<file path="src/rtl/xy_waypoint_sched.sv">
// xy_waypoint_sched: FIFO-fed waypoint sequencer driving the XY positioner target/motion pins.
// Define XY_SCHED_TIMEOUT_EN to add a sticky MOVE timeout that drops the stuck waypoint.
module xy_waypoint_sched #(
    parameter int DEPTH      = 4,
    parameter int DWELL_W    = 4,
    parameter int MIN_SETTLE = 4
) (
    input  logic                     clk,
    input  logic                     reset,
    input  logic                     wp_valid,
    input  logic [7:0]               wp_data,
    output logic                     wp_ready,
    input  logic                     abort,
    input  logic [DWELL_W-1:0]       dwell_cycles,
    input  logic [3:0]               x_pos,
    input  logic [3:0]               y_pos,
    output logic [7:0]               target_out,
    output logic                     motion,
    output logic                     busy,
    output logic                     done,
    output logic [$clog2(DEPTH):0]   fifo_count
`ifdef XY_SCHED_TIMEOUT_EN
    ,
    output logic                     timeout
`endif
);
    localparam int AW = $clog2(DEPTH);
    localparam int CW = AW + 1;
`ifdef XY_SCHED_TIMEOUT_EN
    localparam int MW = 6;
`else
    localparam int MW = $clog2(MIN_SETTLE + 1);
`endif

    typedef enum logic [1:0] {IDLE, LOAD, MOVE, DWELL} state_t;

    state_t             state;
    logic [7:0]         mem [DEPTH];
    logic [AW-1:0]      wr_ptr, rd_ptr;
    logic [CW-1:0]      count;
    logic [MW-1:0]      move_cnt;
    logic [DWELL_W-1:0] dwell_cnt, dwell_cap;
    logic               push, pop, more, arrive;

    assign wp_ready   = count != CW'(DEPTH);
    assign fifo_count = count;
    assign push       = wp_valid && wp_ready && !abort;
    assign pop        = state == LOAD && !abort;
    assign more       = count != '0;
    // move_cnt lags by one, so this accepts arrival in the MIN_SETTLE-th MOVE cycle
    assign arrive     = move_cnt >= MW'(MIN_SETTLE - 1) && x_pos == target_out[7:4] && y_pos == target_out[3:0];

    always_ff @(posedge clk) begin
        if (push)
            mem[wr_ptr] <= wp_data;
    end

    always_ff @(posedge clk) begin
        if (reset || abort) begin
            wr_ptr <= '0;
            rd_ptr <= '0;
            count  <= '0;
        end else begin
            if (push)
                wr_ptr <= wr_ptr + 1'b1;
            if (pop)
                rd_ptr <= rd_ptr + 1'b1;
            count <= count + CW'(push) - CW'(pop);
        end
    end

    always_ff @(posedge clk) begin
        if (reset) begin
            state      <= IDLE;
            target_out <= '0;
            motion     <= 1'b0;
            busy       <= 1'b0;
            done       <= 1'b0;
            move_cnt   <= '0;
            dwell_cnt  <= '0;
            dwell_cap  <= '0;
`ifdef XY_SCHED_TIMEOUT_EN
            timeout    <= 1'b0;
`endif
        end else if (abort) begin
            state  <= IDLE;
            motion <= 1'b0;
            busy   <= 1'b0;
            done   <= 1'b0;
`ifdef XY_SCHED_TIMEOUT_EN
            timeout <= 1'b0;
`endif
        end else begin
            done <= 1'b0;
            case (state)
                IDLE: if (more) begin
                    state <= LOAD;
                    busy  <= 1'b1;
                end
                LOAD: begin
                    target_out <= mem[rd_ptr];
                    move_cnt   <= '0;
                    motion     <= 1'b1;
                    state      <= MOVE;
                end
                MOVE: begin
                    move_cnt <= (&move_cnt) ? move_cnt : move_cnt + 1'b1;
                    if (arrive) begin
                        state     <= DWELL;
                        motion    <= 1'b0;
                        dwell_cap <= dwell_cycles;
                        dwell_cnt <= '0;
                    end
`ifdef XY_SCHED_TIMEOUT_EN
                    else if (move_cnt == MW'(62)) begin
                        timeout <= 1'b1;
                        motion  <= 1'b0;
                        state   <= more ? LOAD : IDLE;
                        busy    <= more;
                    end
`endif
                end
                DWELL: if (dwell_cnt == dwell_cap) begin
                    done  <= 1'b1;
                    state <= more ? LOAD : IDLE;
                    busy  <= more;
                end else begin
                    dwell_cnt <= dwell_cnt + 1'b1;
                end
                default: state <= IDLE;
            endcase
        end
    end
endmodule

</file>
<file path="config.mk">
export PLATFORM = sky130hd
export DESIGN_NAME = xy_waypoint_sched
export DESIGN_NICKNAME = d
export VERILOG_FILES = /design/src/rtl/xy_waypoint_sched.sv
export SDC_FILE = /design/constraint.sdc
export NUM_CORES = 1
export LEC_CHECK = 0
export ABC_CLOCK_PERIOD_IN_PS = 3300
export CORE_MARGIN = 2
export CORE_UTILIZATION = 56
export CTS_BUF_LIST = sky130_fd_sc_hd__clkbuf_4 sky130_fd_sc_hd__clkbuf_8
export CTS_CLUSTER_DIAMETER = 40
export DETAILED_ROUTE_END_ITERATION = 8
export GPL_ROUTABILITY_DRIVEN = 0
export MAX_ROUTING_LAYER = met4
export PLACE_DENSITY = 0.85
export RECOVER_POWER = 100
export SKIP_LAST_GASP = 1
export SLEW_MARGIN = 40
export SYNTH_ARGS = -nofsm -noshare
export SYNTH_HDL_FRONTEND = slang
export SYNTH_SLANG_ARGS = --single-unit
</file>
<file path="constraint.sdc">
create_clock -name clk -period 3.3 [get_ports clk]
set_input_delay 0.66 -clock clk [delete_from_list [all_inputs] [get_ports clk]]
set_output_delay 0.66 -clock clk [all_outputs]
set_load 0.02 [all_outputs]
</file>
After elaboration in Yosys (flattened, before gate mapping) --
Memories as Yosys holds them, arrays and structs flattened. A register that Yosys moved wholly into a read port is not among the register bits. Cells that the tools add are included.
Storage, ports and cells: register bits 23, bits in latches 0, bits in writable memories 32, ROM bits 0, input bits 24, output and inout bits 15, logic and storage cells 72, memories kept 1
Cells by class: $add $sub $neg 6, $mul 0, div/mod/pow operators 0, $lt $le $gt $ge 1, eq/ne operators 12, shift operators 0, mux-type cells 18, bitwise logic cells 2, reductions and logical operators 22
Memories:
- mem | depth 4, bits a word 8, rd ports 1, clocked after Yosys merged registers in 1, wr ports 1, RTL line 38 | logic [7:0] mem [DEPTH];
Operators with widths (number):
- AND reduction 3 bit | 5
- equality test 4 bit | 3
- inequality test 2 bit (second input constant) | 5
- 2-to-1 mux 4 bit | 2
- one-hot mux 2 bit (4 select lines) | 1
- one-hot mux 4 bit (2 select lines) | 1
- 2-to-1 mux 1 bit | 7
- 2-to-1 mux 2 bit | 3
- one-hot mux 3 bit (2 select lines) | 1
- nonzero test 2 bit | 3
- logical AND 1 bit | 5
- adder 2 x 1 -> 2 bit (second input constant) | 2
- adder 4 x 1 -> 4 bit (second input constant) | 1
- equality test 2 bit (second input constant) | 2
- one-hot mux 1 bit (2 select lines) | 2
- AND reduction 2 bit | 2
- AND reduction 4 bit | 1
- adder 3 x 1 -> 3 bit | 1
- adder 3 x 1 -> 3 bit (second input constant) | 1
- >= comparator 3 x 2 -> 1 bit (second input constant) | 1
- 2-to-1 mux 3 bit | 1
- inequality test 3 bit (second input constant) | 1
- nonzero test 3 bit | 1
- OR reduction 3 bit | 1
- other kinds (7) | 8

Longest topological paths before layout --
depth in word-level cells 5, depth in mapped cells 11, gate-level depth less buffers 11

Least setup slack after synthesis --
No wires, ideal clock.
path kind register to register, start register state[1], end register count[2] (netlist: fifo_count[2]), setup time 0.123 ns, arrival time 2.309 ns, path slack 0.868 ns, stages on the path, launching flop included 12, cell sequence dfxtp_1 -> inv_1 -> ha_1 -> nand2b_1 -> clkbuf_1 -> clkinv_1 -> ha_1 -> inv_1 -> ha_1 -> fa_1 -> xnor2_1 -> nor2_1
On the way: longest elaborated chain between the ends 3
Ends and longest elaborated chain:
- start, declared | RTL line 37 | state_t state;
- start signal, assigned | RTL line 125 | state <= more ? LOAD : IDLE;
- equality test 2 x 1 -> 1 bit | RTL line 48 | assign pop = state == LOAD && !abort;
- logical AND 1 bit | RTL line 48
- named net pop | RTL line 43 | logic push, pop, more, arrive;
- subtractor 3 x 1 -> 3 bit | RTL line 68 | count <= count + CW'(push) - CW'(pop);
- end signal, assigned | RTL line 68
- end, declared | RTL line 40 | logic [CW-1:0] count;
The timed path passes the listed nets, and every way through them passes these cells. A chain may end at the register's enable or synchronous reset.

Final worst setup path --
start input port x_pos[2], end register state[0]
On the way: longest elaborated chain between the ends 5
Ends and longest elaborated chain:
- start, declared | RTL line 15 | input logic [3:0] x_pos,
- equality test 4 bit | RTL line 51 | assign arrive = move_cnt >= MW'(MIN_SETTLE - 1) && x_pos == target_out[7:4] && y_pos == target_out[3:0];
- logical AND 1 bit (2 in a row) | RTL line 51
- inequality test 2 bit (no line)
- AND reduction 3 bit (no line)
No other way between the ends.

==> flow_summary.json <==
{
  "outcome": "finished clean",
  "coreArea_um2": 4786,
  "drcViolationCount": 0,
  "grt_pass1_wl_um": 8293,
  "arrival_ps": 2940,
  "holdWs_ps": 487.8,
  "firstDrtPassIters": 4,
  "antenna_found_initial": 0,
  "crit_fanout": 9,
  "timing.fmax_mhz": 365.6,
  "setup-tns-final_ps": 0,
  "period_share_pct": 82.88,
  "cp-startpoint": "x_pos[2]",
  "cts_tree": "yes",
  "top_layer": "met4",
  "place_inst": 334,
  "port_buffers": 38,
  "period_minus_slack_ps": 2735,
  "p_leak_nw": 1.327,
  "multiInputGateArea_um2": 1134,
  "rr_endpoint": "state[0]",
  "grt_pass1_vias": 1832,
  "initial_core_util_pct": 58.72,
  "slew_violations": 0,
  "crit_chain": "dlygate4sd3_1 > xor2_1 > nor4_1 > a31oi_1 > a211o_1 > a2111oi_1",
  "drtIter0Drc": 139,
  "hold_start": "target_out[0]",
  "vias": 1840,
  "cts.sinks": 63,
  "ys_ff_latch": 63,
  "nets": 317,
  "syn_inst": 233,
  "area.sequential_um2": 1582,
  "die_h_um": 74.84,
  "ioPinCount": 39,
  "wl_met1_um": 2210,
  "clock_path_buffers": 2,
  "core.rowCount": 25,
  "clk_latency_ps": 330,
  "worst_slew_pin_slew_ps": 632.0,
  "netlist_area_um2": 2810,
  "fill_cells": 313,
  "grt_max_degree": 13,
  "globalRouteOverflowTotal": 0,
  "vias_per_cell": 5.257,
  "synth_edf_count": 32,
  "final_area_um2": 3467,
  "clock-root-buffer": "clkbuf_8",
  "r2r_setup_slack_ps": 1030,
  "drive_above_1_share_pct": 9.894,
  "layout.cells.non_filler": 350,
  "syn_to_final_growth_pct": 23.38,
  "grt_setup_unrepaired": "false",
  "place_area_um2": 3269,
  "hold_depth": 2,
  "ctsResizeCount": 0,
  "crit_path_end_kind": "flop",
  "cts_inserted_buffers": 9,
  "grt_usage_pct": 21.28,
  "clk_pin_slew_ps": 70,
  "yosys_warnings": 0,
  "cp_top_family": "compound AO/OA/AOI/OAI gates",
  "routedWlPerCell_um": 14.55,
  "finalSetupViolCount": 0,
  "maxCapViolCount": 0,
  "syn_nets": 272,
  "skew_ps": 8.218,
  "finalWirelength_um": 5091,
  "ctsHoldBuffers": 0,
  "wl_met2_um": 2623,
  "ys_types": 40,
  "die_x_um": 74.84,
  "slowest_stage": "dlygate4sd3_1",
  "worstSetupPathType": "in2reg",
  "slew_headroom_pct": 57.84,
  "p_per_area_nw_per_um2": 482.0,
  "cp-start-kind": "input pin",
  "cts_setup_buffers": 0,
  "ant_nets": 0,
  "yosys_most_used_dff": "edfxtp_1",
  "antennaDiodeCount": 0,
  "cp_num_buf_inv": 1,
  "postSynth.asyncResetShare_pct": 0,
  "crit_required_ps": 3510,
  "die_area_um2": 5601,
  "ctsHtreeMaxLevel": 3,
  "r2r-start": "move_cnt[0]",
  "cp_slowest_stage_delay_ps": 550,
  "route.met3.wl_um": 201,
  "post-dp-hpwl_um": 3597,
  "final-hold-violation-count": 0,
  "whs_endpoint": "target_out[0]",
  "reg2regPathDepth": 7,
  "ys_seq_area_share_pct": 56.28,
  "worst_ir_drop_vdd_uv": 339.2,
  "hp-class": "reg2reg",
  "avgSynthCellArea_um2": 12.06
}
cell usage in the layout, fill, tap and decap left out, types with 12 or more instances in the layout:
cell type	synthesis	layout
clkdlybuf4s50_1	0	12
dlygate4sd3_1	0	26
nand2_1	24	24
a21oi_1	16	16
inv_1	13	13
ha_1	14	14
dfxtp_1	31	31
nor2_1	21	21
edfxtp_1	32	32
xor2_1	13	13
state kept, by name, indices dropped and copies added, names as in the netlist:
register and cells:
motion 1, done 1, state 2, move_cnt 3
busy 1, fifo_count 3, wr_ptr 2, mem 32
dwell_cap 4, target_out 8, rd_ptr 2, dwell_cnt 4
per-stage QoR:
stage / setup WS, ps / util, % / total power, mW
5_1_grt: 402.2 / 72.44 / 1.740
3_5_place_dp: 559.1 / 68.31 / 0.9694
2_1_floorplan: 868.1 / - / 0.9143
3_3_place_gp: 592.1 / 68.31 / 0.9671
6_report: 565.0 / 72.44 / 1.671
4_1_cts: 904.2 / 72.91 / 1.701
area by class of cell:
type / instances / share of cell area [%]
sequential: 63 / 45.62
multi-input combinational: 149 / 32.70
timing repair buffer: 41 / 11.40
clock buffer: 9 / 3.573
clock inverter: 7 / 2.779
tap: 67 / 2.418
inverter: 14 / 1.516
power by group:
group          internal, mW  switching, mW  total, mW  leakage (nW)
logic                0.0517         0.0507      0.102         0.682
registers             0.835        0.00798      0.843         0.541
clock network         0.426          0.300      0.726         0.103
cell families (layout without fill, tap and decap cells):
group	count (synthesis)	count (layout)	synth area share [%]
buffers and inverters	21	71	2.849
XOR/XNOR	17	17	5.298
AO/OA/AOI/OAI	35	35	7.926
flip-flops	63	63	56.28
AND/OR/NAND/NOR	69	69	12.51
adder cells (fa/ha/maj)	15	15	6.946
multiplexers	13	13	8.192
Yosys cell counts (2+ instances only):
| cell type | n | share of area, % |
|---|---|---|
| edfxtp_1 | 32 | 34 |
| dfxtp_1 | 31 | 22 |
| nand2_1 | 24 | 3.2 |
| nor2_1 | 21 | 2.8 |
| a21oi_1 | 16 | 2.8 |
| ha_1 | 14 | 6.2 |
| inv_1 | 13 | 1.7 |
| xor2_1 | 13 | 4.1 |
| mux4_2 | 8 | 6.4 |
| and2_1 | 6 | 1.3 |
| clkbuf_1 | 6 | 0.80 |
| mux2i_1 | 5 | 1.8 |
| nor3_1 | 5 | 0.89 |
| xnor2_1 | 4 | 1.2 |
| o21ai_0 | 3 | 0.53 |
| a211o_1 | 2 | 0.62 |
| nand3_1 | 2 | 0.36 |
| nand4_1 | 2 | 0.45 |
| nor4_4 | 2 | 1.5 |
| o21a_1 | 2 | 0.53 |
| o311ai_0 | 2 | 0.62 |
| o31ai_1 | 2 | 0.53 |
worst min-delay path: cells and delay by family (launching register included):
family / cells / cell delay (ps)
flip-flops: 1 / 330
AND/OR/NAND/NOR: 1 / 60
AO/OA/AOI/OAI: 1 / 50
layer usage:
| layer | vias up | global-route usage (%) |
|---|---|---|
| met4 | 0 | 11.90 |
| met5 | - | - |
| li1 | 919 | - |
| met2 | 44 | 33.72 |
| met3 | 4 | 4.284 |
| met1 | 873 | 25.45 |
how the worst max path moves through the flow:
| stage | depth (start not counted) | to | slack (ps) |
|---|---|---|---|
| after floorplan | 11 | fifo_count[2] | 870 |
| after global placement | 9 | fifo_count[2] | 590 |
| after detailed placement | 10 | fifo_count[2] | 560 |
| after CTS | 9 | fifo_count[2] | 900 |
| after global routing | 6 | state[0] | 400 |
| final | 6 | state[0] | 560 |
Power figures use the tool's default switching activity.
